==> src/rtl/mem_arbiter_pkg.sv <==
// mem_arbiter_pkg: shared definitions for the memory-port arbiter.
//   state_t  - sequencing state of the single outstanding transaction
//   OWN_*    - which requester owns the transaction in flight
//   CNT_W    - width of the starvation counter (STARVE_MAX up to 15)
package mem_arbiter_pkg;

  typedef enum logic [1:0] {
    IDLE      = 2'd0,
    ISSUE     = 2'd1,
    WAIT_RESP = 2'd2,
    RESP      = 2'd3
  } state_t;

  localparam logic OWN_IF = 1'b0;
  localparam logic OWN_LS = 1'b1;

  localparam int CNT_W = 4;

endpackage

==> src/rtl/mem_arbiter_pick.sv <==
// arb_pick: grant selection between IF and LS plus the IF starvation counter.
// LS normally has priority; once STARVE_MAX consecutive LS grants have been
// given while IF was waiting, IF gets the next grant.
// Ports:
//   clk, rst        - clock, asynchronous active-low reset
//   idle            - arbiter is in IDLE (grants only happen there)
//   if_req_valid    - IF requester wants the port
//   ls_req_valid    - LS requester wants the port
//   if_grant        - IF granted this cycle (already qualified by idle)
//   ls_grant        - LS granted this cycle (already qualified by idle)
module arb_pick
  import mem_arbiter_pkg::*;
#(
  parameter int STARVE_MAX = 4
) (
  input  logic clk,
  input  logic rst,
  input  logic idle,
  input  logic if_req_valid,
  input  logic ls_req_valid,
  output logic if_grant,
  output logic ls_grant
);

  localparam logic [CNT_W-1:0] CNT_MAX = CNT_W'(STARVE_MAX);

  logic             if_win;
  logic             ls_win;
  logic [CNT_W-1:0] cnt_q;
  logic [CNT_W-1:0] cnt_d;

  always_comb begin
    if_win   = if_req_valid & (~ls_req_valid | (cnt_q == CNT_MAX));
    ls_win   = ls_req_valid & ~if_win;
    if_grant = idle & if_win;
    ls_grant = idle & ls_win;
  end

  // The counter only moves in IDLE; it holds across a transaction so that
  // the next arbitration sees how many LS grants IF has already lost.
  always_comb begin
    cnt_d = cnt_q;
    if (idle) begin
      if (if_win || !if_req_valid) begin
        cnt_d = '0;
      end else if (ls_win && (cnt_q != CNT_MAX)) begin
        cnt_d = cnt_q + 4'd1;
      end
    end
  end

  always_ff @(posedge clk or negedge rst) begin
    if (!rst) begin
      cnt_q <= '0;
    end else begin
      cnt_q <= cnt_d;
    end
  end

endmodule

==> src/rtl/mem_arbiter.sv <==
// mem_arbiter: shares one memory port between the instruction-fetch (IF,
// read-only) and load/store (LS) requesters, one transaction at a time,
// sequenced IDLE -> ISSUE -> WAIT_RESP -> RESP.
// Handshake: a request transfers on any cycle where valid and ready are both
// 1; ready never depends on anything but the current state and valids, and
// a requester may change its inputs freely after the transfer.
// Ports:
//   clk, rst                      - clock, asynchronous active-low reset
//   if_req_valid/ready, if_addr   - IF request channel
//   if_resp_valid, if_rdata       - IF response (one-cycle pulse, data held)
//   ls_req_valid/ready, ls_addr,
//   ls_wen, ls_wdata, ls_wmask    - LS request channel
//   ls_resp_valid, ls_rdata       - LS response (rdata 0 for writes)
//   mem_req_valid/ready, mem_addr,
//   mem_wen, mem_wdata, mem_wmask - memory request channel
//   mem_resp_valid, mem_rdata     - memory response
//   err_spurious                  - sticky: response seen outside WAIT_RESP
//   dbg_state                     - current sequencing state
module mem_arbiter
  import mem_arbiter_pkg::*;
#(
  parameter int ADDR_W     = 32,
  parameter int DATA_W     = 32,
  parameter int STARVE_MAX = 4
) (
  input  logic                clk,
  input  logic                rst,
  input  logic                if_req_valid,
  output logic                if_req_ready,
  input  logic [ADDR_W-1:0]   if_addr,
  output logic                if_resp_valid,
  output logic [DATA_W-1:0]   if_rdata,
  input  logic                ls_req_valid,
  output logic                ls_req_ready,
  input  logic [ADDR_W-1:0]   ls_addr,
  input  logic                ls_wen,
  input  logic [DATA_W-1:0]   ls_wdata,
  input  logic [DATA_W/8-1:0] ls_wmask,
  output logic                ls_resp_valid,
  output logic [DATA_W-1:0]   ls_rdata,
  output logic                mem_req_valid,
  input  logic                mem_req_ready,
  output logic [ADDR_W-1:0]   mem_addr,
  output logic                mem_wen,
  output logic [DATA_W-1:0]   mem_wdata,
  output logic [DATA_W/8-1:0] mem_wmask,
  input  logic                mem_resp_valid,
  input  logic [DATA_W-1:0]   mem_rdata,
  output logic                err_spurious,
  output state_t              dbg_state
);

  state_t state_q;
  state_t state_d;
  logic   owner_q;
  logic   if_grant;
  logic   ls_grant;
  logic   resp_take;

  arb_pick #(
    .STARVE_MAX(STARVE_MAX)
  ) u_pick (
    .clk          (clk),
    .rst          (rst),
    .idle         (state_q == IDLE),
    .if_req_valid (if_req_valid),
    .ls_req_valid (ls_req_valid),
    .if_grant     (if_grant),
    .ls_grant     (ls_grant)
  );

  // Next state and state-derived outputs.
  always_comb begin
    state_d       = state_q;
    if_req_ready  = 1'b0;
    ls_req_ready  = 1'b0;
    mem_req_valid = 1'b0;
    if_resp_valid = 1'b0;
    ls_resp_valid = 1'b0;
    unique case (state_q)
      IDLE: begin
        if_req_ready = if_grant;
        ls_req_ready = ls_grant;
        if (if_grant || ls_grant) state_d = ISSUE;
      end
      ISSUE: begin
        mem_req_valid = 1'b1;
        if (mem_req_ready) state_d = WAIT_RESP;
      end
      WAIT_RESP: begin
        if (mem_resp_valid) state_d = RESP;
      end
      RESP: begin
        if_resp_valid = (owner_q == OWN_IF);
        ls_resp_valid = (owner_q == OWN_LS);
        state_d       = IDLE;
      end
      default: state_d = IDLE;
    endcase
  end

  assign resp_take = (state_q == WAIT_RESP) && mem_resp_valid;
  assign dbg_state = state_q;

  always_ff @(posedge clk or negedge rst) begin
    if (!rst) begin
      state_q <= IDLE;
    end else begin
      state_q <= state_d;
    end
  end

  // Request capture: mem_* are registered at the grant and held until the
  // next grant, so they stay stable through any ISSUE back-pressure.
  always_ff @(posedge clk or negedge rst) begin
    if (!rst) begin
      owner_q   <= OWN_IF;
      mem_addr  <= '0;
      mem_wen   <= 1'b0;
      mem_wdata <= '0;
      mem_wmask <= '0;
    end else if (if_grant) begin
      owner_q   <= OWN_IF;
      mem_addr  <= if_addr;
      mem_wen   <= 1'b0;
      mem_wdata <= '0;
      mem_wmask <= '0;
    end else if (ls_grant) begin
      owner_q   <= OWN_LS;
      mem_addr  <= ls_addr;
      mem_wen   <= ls_wen;
      mem_wdata <= ls_wdata;
      mem_wmask <= ls_wmask;
    end
  end

  // Response data is captured on the WAIT_RESP->RESP edge and held until
  // the same requester receives its next response.
  always_ff @(posedge clk or negedge rst) begin
    if (!rst) begin
      if_rdata <= '0;
      ls_rdata <= '0;
    end else if (resp_take) begin
      if (owner_q == OWN_IF) begin
        if_rdata <= mem_rdata;
      end else begin
        ls_rdata <= mem_wen ? '0 : mem_rdata;
      end
    end
  end

  always_ff @(posedge clk or negedge rst) begin
    if (!rst) begin
      err_spurious <= 1'b0;
    end else if (mem_resp_valid && (state_q != WAIT_RESP)) begin
      err_spurious <= 1'b1;
    end
  end

endmodule

==> config.mk <==
export PLATFORM = sky130hd
export DESIGN_NAME = mem_arbiter
export DESIGN_NICKNAME = d
export VERILOG_FILES = /design/src/rtl/mem_arbiter_pkg.sv /design/src/rtl/mem_arbiter_pick.sv /design/src/rtl/mem_arbiter.sv
export SDC_FILE = /design/constraint.sdc
export NUM_CORES = 1
export LEC_CHECK = 0
export ABC_AREA = 1
export CAP_MARGIN = 20
export CORE_UTILIZATION = 38
export DETAILED_ROUTE_END_ITERATION = 7
export HOLD_SLACK_MARGIN = 0.02
export PLACE_DENSITY = 0.8
export SLEW_MARGIN = 5
export SYNTH_ARGS = -nofsm -noshare
export SYNTH_HDL_FRONTEND = slang
export SYNTH_HIERARCHICAL = 1
export SYNTH_SLANG_ARGS = --single-unit
export TNS_END_PERCENT = 1
==> constraint.sdc <==
create_clock -name clk -period 2.1 [get_ports clk]
set_clock_uncertainty 0.15 [all_clocks]
set_input_delay 0.21 -clock clk [delete_from_list [all_inputs] [get_ports clk]]
set_output_delay 0.21 -clock clk [all_outputs]
set_load 0.02 [all_outputs]
; Word level (Yosys, flattened, before mapping)
; Index checks and enable logic that the tools add are counted.
; Widths: inputs -> output; s select.
[totals]
register_bits = 141
input_bits = 139
output_inout_bits = 141
word_cells = 63
[op_classes]
add_sub_neg = 1
eq_ne = 9
n_mux = 22
bitwise_logic = 8
reduce_logical = 13
[op_table]
columns = op, n
row1 = $mux 32, 5
row2 = $mux 4, 4
row3 = $mux 1, 9
row4 = $ne 2x2->1 const B, 4
row5 = $pmux 2 s4, 1
row6 = $mux 2, 3
row7 = $reduce_and 2->1, 3
row8 = $add 4x1->4 const B, 1
row9 = $and 1x1->1, 4
row10 = $eq 2x2->1 const B, 2
row11 = $eq 4x3->1 const B, 1
row12 = $ne 4x3->1 const B, 1
row13 = $reduce_bool 2->1, 2
row14 = $logic_and 1x1->1, 3
row15 = $not 1->1, 3
row16 = $reduce_and 3->1, 1
row17 = $eq 2x1->1 const B, 1
row18 = $logic_not 2->1, 1
row19 = $logic_or 1x1->1, 2
row20 = $logic_not 1->1, 1
row21 = $or 1x1->1, 1

; Longest topological paths before layout
; Gate-level depths: netlist of run 1.
[logic_depth]
ltp_word = 9
depth_mapped = 11
mapped_depth_nobuf = 10

; Cells and area by module
; The synthesis of run 1 kept the hierarchy.
[by_module_without_submodules]
columns = mod, instances, cells_per_inst, area_each_um2, seq_area_each_um2
row1 = mem_arbiter, 1, 646, 5919.4, 3428.3
row2 = arb_pick, 1, 35, 259.0, 100.1

; Worst setup path after synthesis of run 1
; OpenSTA, ideal clock, no wires.
[synth_timing]
kind = reg-to-output
start = reg state_q[0], in the netlist dbg_state[0]
end = out ls_req_ready
t_arrival_ns = 1.850
required_ns = 1.740
setup_slack_ns = -0.110
stages_incl_launch_ff = 8
path_buffers = 1
cell_sequence = dfrtp_1 > inv_1 > ha_1 > nand2_1 > nor2_1 > buf_2 > nand2_1 > inv_1
[synth_via]
elab_chain_len = 3
[synth_lines]
columns = element, line_no
row1 = from (decl), mem_arbiter.sv:53  ; state_t state_q;
row2 = from (signal assigned), mem_arbiter.sv:109  ; state_q <= state_d;
row3 = $logic_not 2->1, mem_arbiter.sv:65  ; .idle (state_q == IDLE),
row4 = $and 1x1->1, mem_arbiter_pick.sv:36  ; ls_grant = idle & ls_win;
row5 = net ls_grant, mem_arbiter.sv:57  ; logic ls_grant;
row6 = $mux 1, mem_arbiter.sv:80  ; unique case (state_q)
row7 = to (decl), mem_arbiter.sv:34  ; output logic ls_req_ready,
; The timed path passes the listed nets, and every way through them passes these cells.

; Worst setup path in the final report of run 1
[layout_timing]
start = reg u_pick.cnt_q[0]
end = reg mem_addr[0]
[layout_via]
elab_chain_len = 7
elab_cells_between_ends = 9
cone_classes = eq/ne: 1 / mux: 1 / bitwise: 6 / reduce/logical: 1
[layout_lines]
columns = element, line_no
row1 = from (decl), mem_arbiter_pick.sv:29  ; logic [CNT_W-1:0] cnt_q;
row2 = from (signal assigned), mem_arbiter_pick.sv:56  ; cnt_q <= cnt_d;
row3 = $eq 4x3->1, mem_arbiter_pick.sv:33  ; if_win = if_req_valid & (~ls_req_valid | (cnt_q == CNT_MAX));
row4 = $or 1x1->1, mem_arbiter_pick.sv:33
row5 = $and 1x1->1, mem_arbiter_pick.sv:33
row6 = $not 1->1, mem_arbiter_pick.sv:34  ; ls_win = ls_req_valid & ~if_win;
row7 = $and 1x1->1, mem_arbiter_pick.sv:34
row8 = $and 1x1->1, mem_arbiter_pick.sv:36
row9 = net ls_grant, mem_arbiter.sv:57
row10 = $reduce_bool 2->1 (no source line), n/a
row11 = to (signal assigned), mem_arbiter.sv:124  ; mem_addr <= if_addr;
row12 = to (signal assigned), mem_arbiter.sv:130  ; mem_addr <= ls_addr;
row13 = to (decl), mem_arbiter.sv:43  ; output logic [ADDR_W-1:0] mem_addr,
; The timed path passes the listed nets, and every way through them passes these cells.
; A chain may end at the register's enable or synchronous reset.

==> key figures, run 1 <==
Power and ir drop
  • Leak pwr: 4.85 nW
  • Max IR drop VDD: around 840 uV
  • Final Power: 16.2 mW
  • PD cells: between 1500 and 2000 nW/um^2

Setup path
  • Crit path largest cell delay: 380 ps
  • Worst EP required: 2260 ps
  • Crit-path cells: inv_2, ha_2, nand3_2, a21boi_2, buf_4, nor2_4, buf_6, nor2_8, buf_12, inv_8, clkbuf_16, nor2_1, a21oi_1
  • Slowest cell on crit path: dfrtp_1
  • CP startpoint kind: register
  • R2R depth: 13
  • Data arrival time of the worst path: 2280 ps
  • Crit path capture type: register
  • Critical path fanouts, max: 9
  • Cell count along the critical path: 13
  • CP top delay family: buffers and inverters
  • CP Buf/Inv Count: 6
  • Setup CP Type: register to register

Global routing
  • Initial antenna violation count: 1
  • Global-route wire length before repair: 27.7 mm
  • Grt ovf: 0
  • Largest net degree at the start of global routing: 50
  • Vias in the first global route: 5353
  • GRT Total Usage: 21.6%

Drt
  • WL final: between 15 and 20 mm
  • Drt drc: 0
  • Antenna viol nets, final: 0
  • Vias/cell: approximately 4.8
  • Initial drt markers: between 200 and 300
  • Max layer used: met4
  • Routed len/inst: 15.6 um
  • DRT met1 WL: 7.35 mm
  • Routed met2 length: 9.40 mm
  • First drt pass iteration count: 4
  • Vias: 5773
  • WL met3: roughly 1.7 mm

Cells and area
  • Most common cell after layout, fill and taps aside: clkdlybuf4s50_1
  • Finished Layout Cells: 1208
  • Area Overhead vs Synth: 67.3%
  • Fillers: between 1000 and 1500
  • Layout cells sized above 1: 16.2%
  • Final core utilization: 65.1%
  • Nets: 1125
  • Commonest cells after routing, fill and taps aside: clkdlybuf4s50_1, nand2_1, dfrtp_1, a21oi_1, inv_1
  • Post-route cell area: 10300 sq um

Floorplanning
  • I/O pin count: 280
  • Die width: 130 um
  • Initial Utilization: 38.9%
  • Row cnt: 46
  • CORE AREA: 15900 sq um
  • Die ar.: 16800 sq um
  • Die Span Y: 130 um

Placement
  • Setup Slack @ Placement: -69.1 ps
  • Placer's final routability congestion estimate: 0.783
  • PortBufs: about 280
  • Placed Cells: 1166
  • DP HPWL: 12.8 mm
  • Placed Area: around 9300 sq um

STA
  • Worst slew pin tran: about 510 ps
  • RSZ-0062 raised after global routing: yes
  • Final hold viol count: 0
  • Final period util: 101%
  • Fmax achieved: between 400 and 500 MHz
  • Setup TNS: -107 ps
  • Period minus WS final: 2120 ps
  • Slew Viols, Final: 0
  • Fin Hold WS: 122 ps
  • Worst setup margin: -22.7 ps
  • Endpoints failing setup: 11
  • Slew Limit Headroom: 66.0%

Min path
  • Worst hold path type: input port to async pin

Clocking
  • Reg clk slew, reported paths: 60 ps
  • Clock buffer depth: 2
  • Clk_lat worst skew: a little over 400 ps
  • H-Tree Level Count: 4
  • Clock sinks: around 140
  • TritonCTS clock tree: done
  • Clock Root Buffer: clkbuf_16
  • Number of buffers created by CTS: 17

Synthesis
  • Synth cell types: 24
  • Syn nets: a little over 800
  • Avg Cell Area, Syn: between 9 and 10 sq um
  • Cell taking the most area after synthesis: dfrtp_1
  • Yosys reg bits: roughly 140
  • Mapped cell area: 6180 sq um
  • Post-Synthesis Cells: 681
  • Yosys warns: 6
  • Main area contributors after synthesis: dfrtp_1, nand2_1, a21oi_1
  • Post-synthesis sequential area ratio: a little under three fifths
  • Area share of the largest cell type after synthesis: a little under three fifths

Job
  • Max_cap viols: 0

Run status
  • Run status: finished with violations
  • Failing checks: setup timing
==> final timing paths <==
path,startpoint,end,slack [ps]
setup reg to reg,u_pick/cnt_q[0]$_DFFE_PN0P_,mem_addr[0]$_DFFE_PN0P_,-20
setup / recovery,u_pick/cnt_q[0]$_DFFE_PN0P_,mem_addr[0]$_DFFE_PN0P_,-20
min in group clk,ls_addr[6],mem_addr[6]$_DFFE_PN0P_,190
hold / removal,rst,ls_rdata[10]$_DFFE_PN0P_,120
hold reg to reg,mem_wdata[3]$_DFFE_PN0P_,mem_wdata[3]$_DFFE_PN0P_,320
max in group asynchronous,rst,ls_rdata[18]$_DFFE_PN0P_,1060
==> synthesized netlist by cell type (all sizes together) <==
cell type  number
nand4           2
xnor2           1
o21bai          1
a21boi          1
clkinv          1
ha              6
nand3          42
clkbuf          4
buf            36
inv            51
nor2           40
dfrtp         141
nand2         222
o21ai          68
a21oi          64
and2            1
==> per-layer routing <==
metal | global-route usage, % | vias to the layer above
met5 | 0 | -
met4 | 8.48 | 0
met3 | 8.59 | 35
met2 | 36.0 | 255
met1 | 25.0 | 2709
li1 | - | 2774
==> power breakdown <==
| part | internal (mW) | switching, mW | total (mW) |
|---|---|---|---|
| Combinational | 3.93 | 4.33 | 8.26 |
| Clock | 2.03 | 1.17 | 3.20 |
| Sequential | 3.99 | 0.764 | 4.76 |
==> timing repair <==
item,4_1_cts,5_1_grt
pin swaps,2,3
gates resized for setup,14,62
gates cloned,0,6
buffers inserted,0,4
endpoints found under the setup margin,37,65
hold endpoints to repair,141,0
hold buffers,1,0
==> cell type report <==
| class | instances | area [sq um] | area share, % |
|---|---|---|---|
| clock inverter | 11 | 168 | 1.62 |
| inverter | 52 | 203 | 1.96 |
| antenna | 1 | 2.50 | 0.0242 |
| timing repair buffer | 320 | 3410 | 33.0 |
| tap | 216 | 270 | 2.61 |
| clock buffer | 19 | 453 | 4.38 |
| sequential | 141 | 3530 | 34.1 |
| multi-input combinational | 448 | 2310 | 22.3 |
==> sequential cells by signal, summed over array words and instances, names as in the netlist <==
signal and cells:
dbg_state 2, err_spurious 1, if_rdata 32, ls_rdata 32
mem_addr 32, mem_wdata 32, mem_wen 1, mem_wmask 4
owner_q 1, u_pick/cnt_q 4
==> logic make-up after synthesis <==
logic type / share of synthesized area [%]
XOR/XNOR: 0.142
flip-flops: 57.1
buffers and inverters: 8.06
AND/OR/NAND/NOR: 20.4
adder cells (fa/ha/maj): 1.22
AO/OA/AOI/OAI: 13.1
==> worst register-to-register path: stages (launching register included) <==
cell and delay [ps]:
dfrtp_1 380, inv_2 70, ha_2 160, nand3_2 80
a21boi_2 200, buf_4 160, nor2_4 40, buf_6 130
nor2_8 140, buf_12 150, inv_8 50, clkbuf_16 160
nor2_1 100, a21oi_1 50
Note: power is estimated with default switching activity, not from simulation.
==> run 2: changes to the inputs <==
Settings changed: CAP_MARGIN 20 to 10, GPL_TIMING_DRIVEN from default to 0.
==> key figures, run 2 (same netlist as run 1, synthesis figures left out) <==
Run status
  • Run status: finished with violations
  • Failing checks: setup timing

Drt
  • Vias/cell: between 4 and 5
  • Initial drt markers: ~290
  • Routed len/inst: 15.9 um
  • Vias: 5798
  • WL final: 19.4 mm
  • First drt pass iteration count: 4
  • Antenna viol nets, final: 0
  • Drt drc: 0

Setup path
  • Crit path largest cell delay: 390 ps
  • R2R setup slack: 10 ps
  • Crit path capture type: output port
  • Crit-path cells: inv_2, ha_4, nand3_4, a21boi_2, and2_1, buf_6, buf_8, nand2_4, inv_2, buf_6
  • Data arrival time of the worst path: 1790 ps
  • Setup CP Type: register to output port
  • Critical path fanouts, max: 2
  • CP top delay family: buffers and inverters
  • CP startpoint kind: register
  • Worst EP required: 1740 ps
  • Slowest cell on crit path: dfrtp_1
  • CP Buf/Inv Count: 5

STA
  • Period minus WS final: 2150 ps
  • Final period util: 103%
  • Worst slew pin tran: between 600 and 700 ps
  • RSZ-0062 raised after global routing: yes
  • Worst setup margin: -54.7 ps
  • Slew Viols, Final: 0
  • Fmax achieved: 464 MHz
  • Final hold viol count: 0
  • Slew Limit Headroom: 58.2%
  • Endpoints failing setup: 2

Floorplanning
  • Die Span Y: ~130 um
  • Row cnt: 46
  • Initial Utilization: 38.9%
  • Die width: ~130 um
  • CORE AREA: 15900 sq um
  • Die ar.: 16800 sq um
  • I/O pin count: 280

Global routing
  • GRT Total Usage: a little under a quarter
  • Global-route wire length before repair: 30.0 mm
  • Vias in the first global route: between 5000 and 6000
  • Initial antenna violation count: 0
  • Grt ovf: 0
  • Largest net degree at the start of global routing: 77

Job
  • Max_cap viols: 0

Power and ir drop
  • Leak pwr: 4.80 nW
  • PD cells: around 1600 nW/um^2
  • Max IR drop VDD: 753 uV
  • Final Power: 15.7 mW

Clocking
  • Clock Root Buffer: clkbuf_16
  • Clk_lat worst skew: between 400 and 500 ps
  • Reg clk slew, reported paths: 60 ps
  • Number of buffers created by CTS: 17
  • Clock sinks: 141
  • H-Tree Level Count: 4
  • Clock buffer depth: 2
  • TritonCTS clock tree: done

Cells and area
  • Layout cells sized above 1: 13.8%
  • Nets: 1139
  • Finished Layout Cells: 1223
  • Commonest cells after routing, fill and taps aside: clkdlybuf4s50_1, nand2_1, dfrtp_1, a21oi_1, inv_1
  • # diodes: 0
  • Fillers: ~1300
  • Area Overhead vs Synth: 63.7%
  • Most common cell after layout, fill and taps aside: clkdlybuf4s50_1

Placement
  • PortBufs: about 280
  • Placer's final routability congestion estimate: 0.804
  • DP HPWL: 14.1 mm
  • Placed Cells: 1177

Min path
  • Worst hold path type: input port to register
[run 2: power by group]
part           leakage (nW)  internal [mW]  total (mW)  switching (mW)
Combinational          2.76           3.61        7.86            4.24
Sequential             1.74           3.99        4.73           0.737
Clock                 0.294           1.93        3.09            1.16
[run 2: worst paths after layout]
kind                                                  start                        end  cells past startpoint
worst max-delay path            u_pick/cnt_q[0]$_DFFE_PN0P_               if_req_ready                     10
worst min-delay path                            ls_addr[22]   mem_addr[22]$_DFFE_PN0P_                      3
worst max register to register  u_pick/cnt_q[0]$_DFFE_PN0P_  mem_wdata[28]$_DFFE_PN0P_                     12
worst min register to register     mem_wdata[8]$_DFFE_PN0P_   mem_wdata[8]$_DFFE_PN0P_                      2
max in group asynchronous                               rst  mem_wdata[22]$_DFFE_PN0P_                      3
min in group asynchronous                               rst   if_rdata[10]$_DFFE_PN0P_                      2
[run 2: worst reg2reg max path, stage by stage (launching register included)]
cell	delay (ps)
dfrtp_1	390
inv_2	90
ha_4	140
nand3_4	60
a21boi_2	150
and2_1	150
buf_6	110
buf_6	160
inv_2	100
buf_6	150
clkbuf_4	180
nand3_1	90
nand2_1	60
[run 2: per-layer routing]
| layer | global-route usage [%] | share of wire (%) |
|---|---|---|
| met1 | 27.3 | 38 |
| met2 | 40.5 | 51 |
| met3 | 9.58 | 9.7 |
| met4 | 6.77 | 1.5 |
| met5 | 0 | 0 |
[run 2: metrics by stage]
stage / setup slack [ps] / utilization (%) / instance area (sq um) / setup TNS (ps) / hold slack [ps]
floorplan: 9.16 / - / 6180 / 0 / -236
finish: -54.7 / 63.7 / 10100 / -81.2 / 192
global placement: -5090 / 58.2 / 9240 / -721560 / 304
detailed placement: -705 / 58.4 / 9270 / -6410 / 92.2
global route: -137 / 63.7 / 10100 / -1600 / 191
CTS: -81.4 / 63.1 / 10000 / -354 / 178
[run 2: final cells by class]
| cell class | count | area (sq um) | area share, % |
|---|---|---|---|
| clock inverter | 10 | 139 | 1.37 |
| timing repair buffer | 294 | 2940 | 29.0 |
| tap | 216 | 270 | 2.67 |
| clock buffer | 22 | 464 | 4.59 |
| buffer | 40 | 355 | 3.51 |
| inverter | 52 | 198 | 1.95 |
| sequential | 141 | 3530 | 34.9 |
| multi-input combinational | 448 | 2220 | 22.0 |
[run 2: repair_timing]
| item | in CTS | in global routing |
|---|---|---|
| endpoints found under the hold margin | 65 | 0 |
| pin swaps | 5 | 3 |
| endpoints found under the setup margin | 61 | 64 |
| buffers inserted | 9 | 4 |
| gates resized for setup | 33 | 24 |
| hold buffers | 1 | 0 |
==> run 3: changes to the inputs <==
Settings changed: CAP_MARGIN 10 to 40.
==> key figures, run 3 (same netlist as run 1, synthesis figures left out) <==
STA
  • Fin Hold WS: 198 ps
  • Slew Viols, Final: 0
  • Worst slew pin tran: 633 ps
  • Worst setup margin: -23.1 ps
  • Final period util: 101%
  • Fmax achieved: 471 MHz
  • Final hold viol count: 0
  • Period minus WS final: 2120 ps
  • RSZ-0062 raised after global routing: yes
  • Slew Limit Headroom: 57.8%
  • Endpoints failing setup: 2

Cells and area
  • Most common cell after layout, fill and taps aside: clkdlybuf4s50_1
  • # diodes: 0
  • Commonest cells after routing, fill and taps aside: clkdlybuf4s50_1, nand2_1, dfrtp_1, a21oi_1, inv_1
  • Layout cells sized above 1: 14.0%
  • Final core utilization: 63.9%
  • Nets: between 1000 and 1500
  • Finished Layout Cells: roughly 1200
  • Area Overhead vs Synth: 64.4%

Run status
  • Run status: finished with violations
  • Failing checks: setup timing

Power and ir drop
  • Leak pwr: 4.82 nW
  • Max IR drop VDD: 838 uV
  • PD cells: 1570 nW/um^2

Setup path
  • CP startpoint kind: register
  • Setup CP Type: register to output port
  • Data arrival time of the worst path: around 1800 ps
  • Worst EP required: 1740 ps
  • Slowest cell on crit path: dfrtp_1
  • Critical path fanouts, max: 3
  • Crit path capture type: output port
  • Crit path largest cell delay: 400 ps
  • Crit-path cells: inv_2, ha_4, nand3_4, a21boi_2, buf_4, nor2_4, buf_6, nand2_4, inv_2, buf_6

Clocking
  • Clock sinks: 141
  • H-Tree Level Count: 4
  • Clk_lat worst skew: between 400 and 500 ps
  • Clock buffer depth: 2
  • TritonCTS clock tree: done
  • Reg clk slew, reported paths: 60 ps
  • Number of buffers created by CTS: 17
  • Clock Root Buffer: clkbuf_16

Floorplanning
  • Die Span Y: 130 um
  • I/O pin count: 280
  • Die width: 130 um
  • Die ar.: 16800 sq um
  • CORE AREA: 15900 sq um
  • Initial Utilization: 38.9%
  • Row cnt: 46

Drt
  • Drt drc: 0
  • WL final: 19.2 mm
  • Routed len/inst: roughly 16 um
  • Antenna viol nets, final: 0
  • Initial drt markers: 300
  • Vias: 5784
  • Vias/cell: 4.73
  • First drt pass iteration count: 4

Global routing
  • GRT Total Usage: between 20% and 30%
  • Grt ovf: 0
  • Initial antenna violation count: 0
  • Global-route wire length before repair: 30.0 mm
  • Vias in the first global route: 5763
  • Largest net degree at the start of global routing: 77

Placement
  • Placer's final routability congestion estimate: 0.804
  • Placed Cells: 1177
  • PortBufs: 279
  • DP HPWL: 14.0 mm

Min path
  • Worst hold path type: input port to register

Job
  • Max_cap viols: 0
run 3: power breakdown:
group	internal [mW]	switching [mW]	total, mW
clock network	2.12	1.19	3.31
logic	3.62	4.24	7.86
registers	3.99	0.741	4.73
run 3: worst paths after layout:
kind / cells after the start / endpoint / slack [ps] / from
max in group asynchronous: 3 / mem_addr[7]$_DFFE_PN0P_ / 770 / rst
worst max-delay path: 10 / ls_req_ready / -20 / u_pick/cnt_q[0]$_DFFE_PN0P_
worst max register to register: 13 / dbg_state[1]$_DFFE_PN0P_ / 50 / u_pick/cnt_q[0]$_DFFE_PN0P_
worst min-delay path: 3 / mem_addr[22]$_DFFE_PN0P_ / 200 / ls_addr[22]
worst min register to register: 2 / mem_wmask[1]$_DFFE_PN0P_ / 320 / mem_wmask[1]$_DFFE_PN0P_
min in group asynchronous: 2 / if_rdata[10]$_DFFE_PN0P_ / 210 / rst
run 3: per-layer routing:
metal	wire, um	track usage [%]	part of all wire [%]	vias to the layer above
met5	0	0	0	-
met1	7600	27.7	40	2727
met3	1640	8.42	8.5	27
met4	329	7.52	1.7	0
li1	-	-	-	2810
met2	9660	40.2	50	220
run 3: area by class of cell:
| class | count | area (sq um) |
|---|---|---|
| Sequential cell | 141 | 3530 |
| Timing Repair Buffer | 295 | 2950 |
| Clock inverter | 13 | 214 |
| Tap cell | 216 | 270 |
| Clock buffer | 19 | 433 |
| Fill cell | 1317 | 5730 |
| Inverter | 52 | 198 |
| Buffer | 39 | 344 |
| Multi-Input combinational cell | 448 | 2220 |
run 3: timing repair:
action / in CTS / in global routing
setup buffers: 9 / 5
setup endpoints to repair: 58 / 71
gates resized for setup: 35 / 23
gates cloned: 0 / 0
hold endpoints to repair: 65 / 0
pin swaps: 7 / 5
hold buffers: 1 / 0
run 3: metrics by stage:
step / cell area, sq um / TNS (ps) / worst slack [ps] / power, mW
finish: 10200 / -40.8 / -23.1 / 15.9
global route: 10200 / -527 / -79.1 / 16.9
CTS: 10100 / -486 / -55.6 / 15.9
detailed placement: 9270 / -5530 / -691 / 12.4
global placement: 9240 / -721560 / -5090 / 12.2
floorplan: 6180 / 0 / 9.16 / 8.65
run 3: critical path: cells and delay by family (launching register included):
family          cells  cell delay, ps
buf+inv             5             500
fa+ha+maj           1             140
simple gates        3             140
compound gates      1             170
flops               1             400
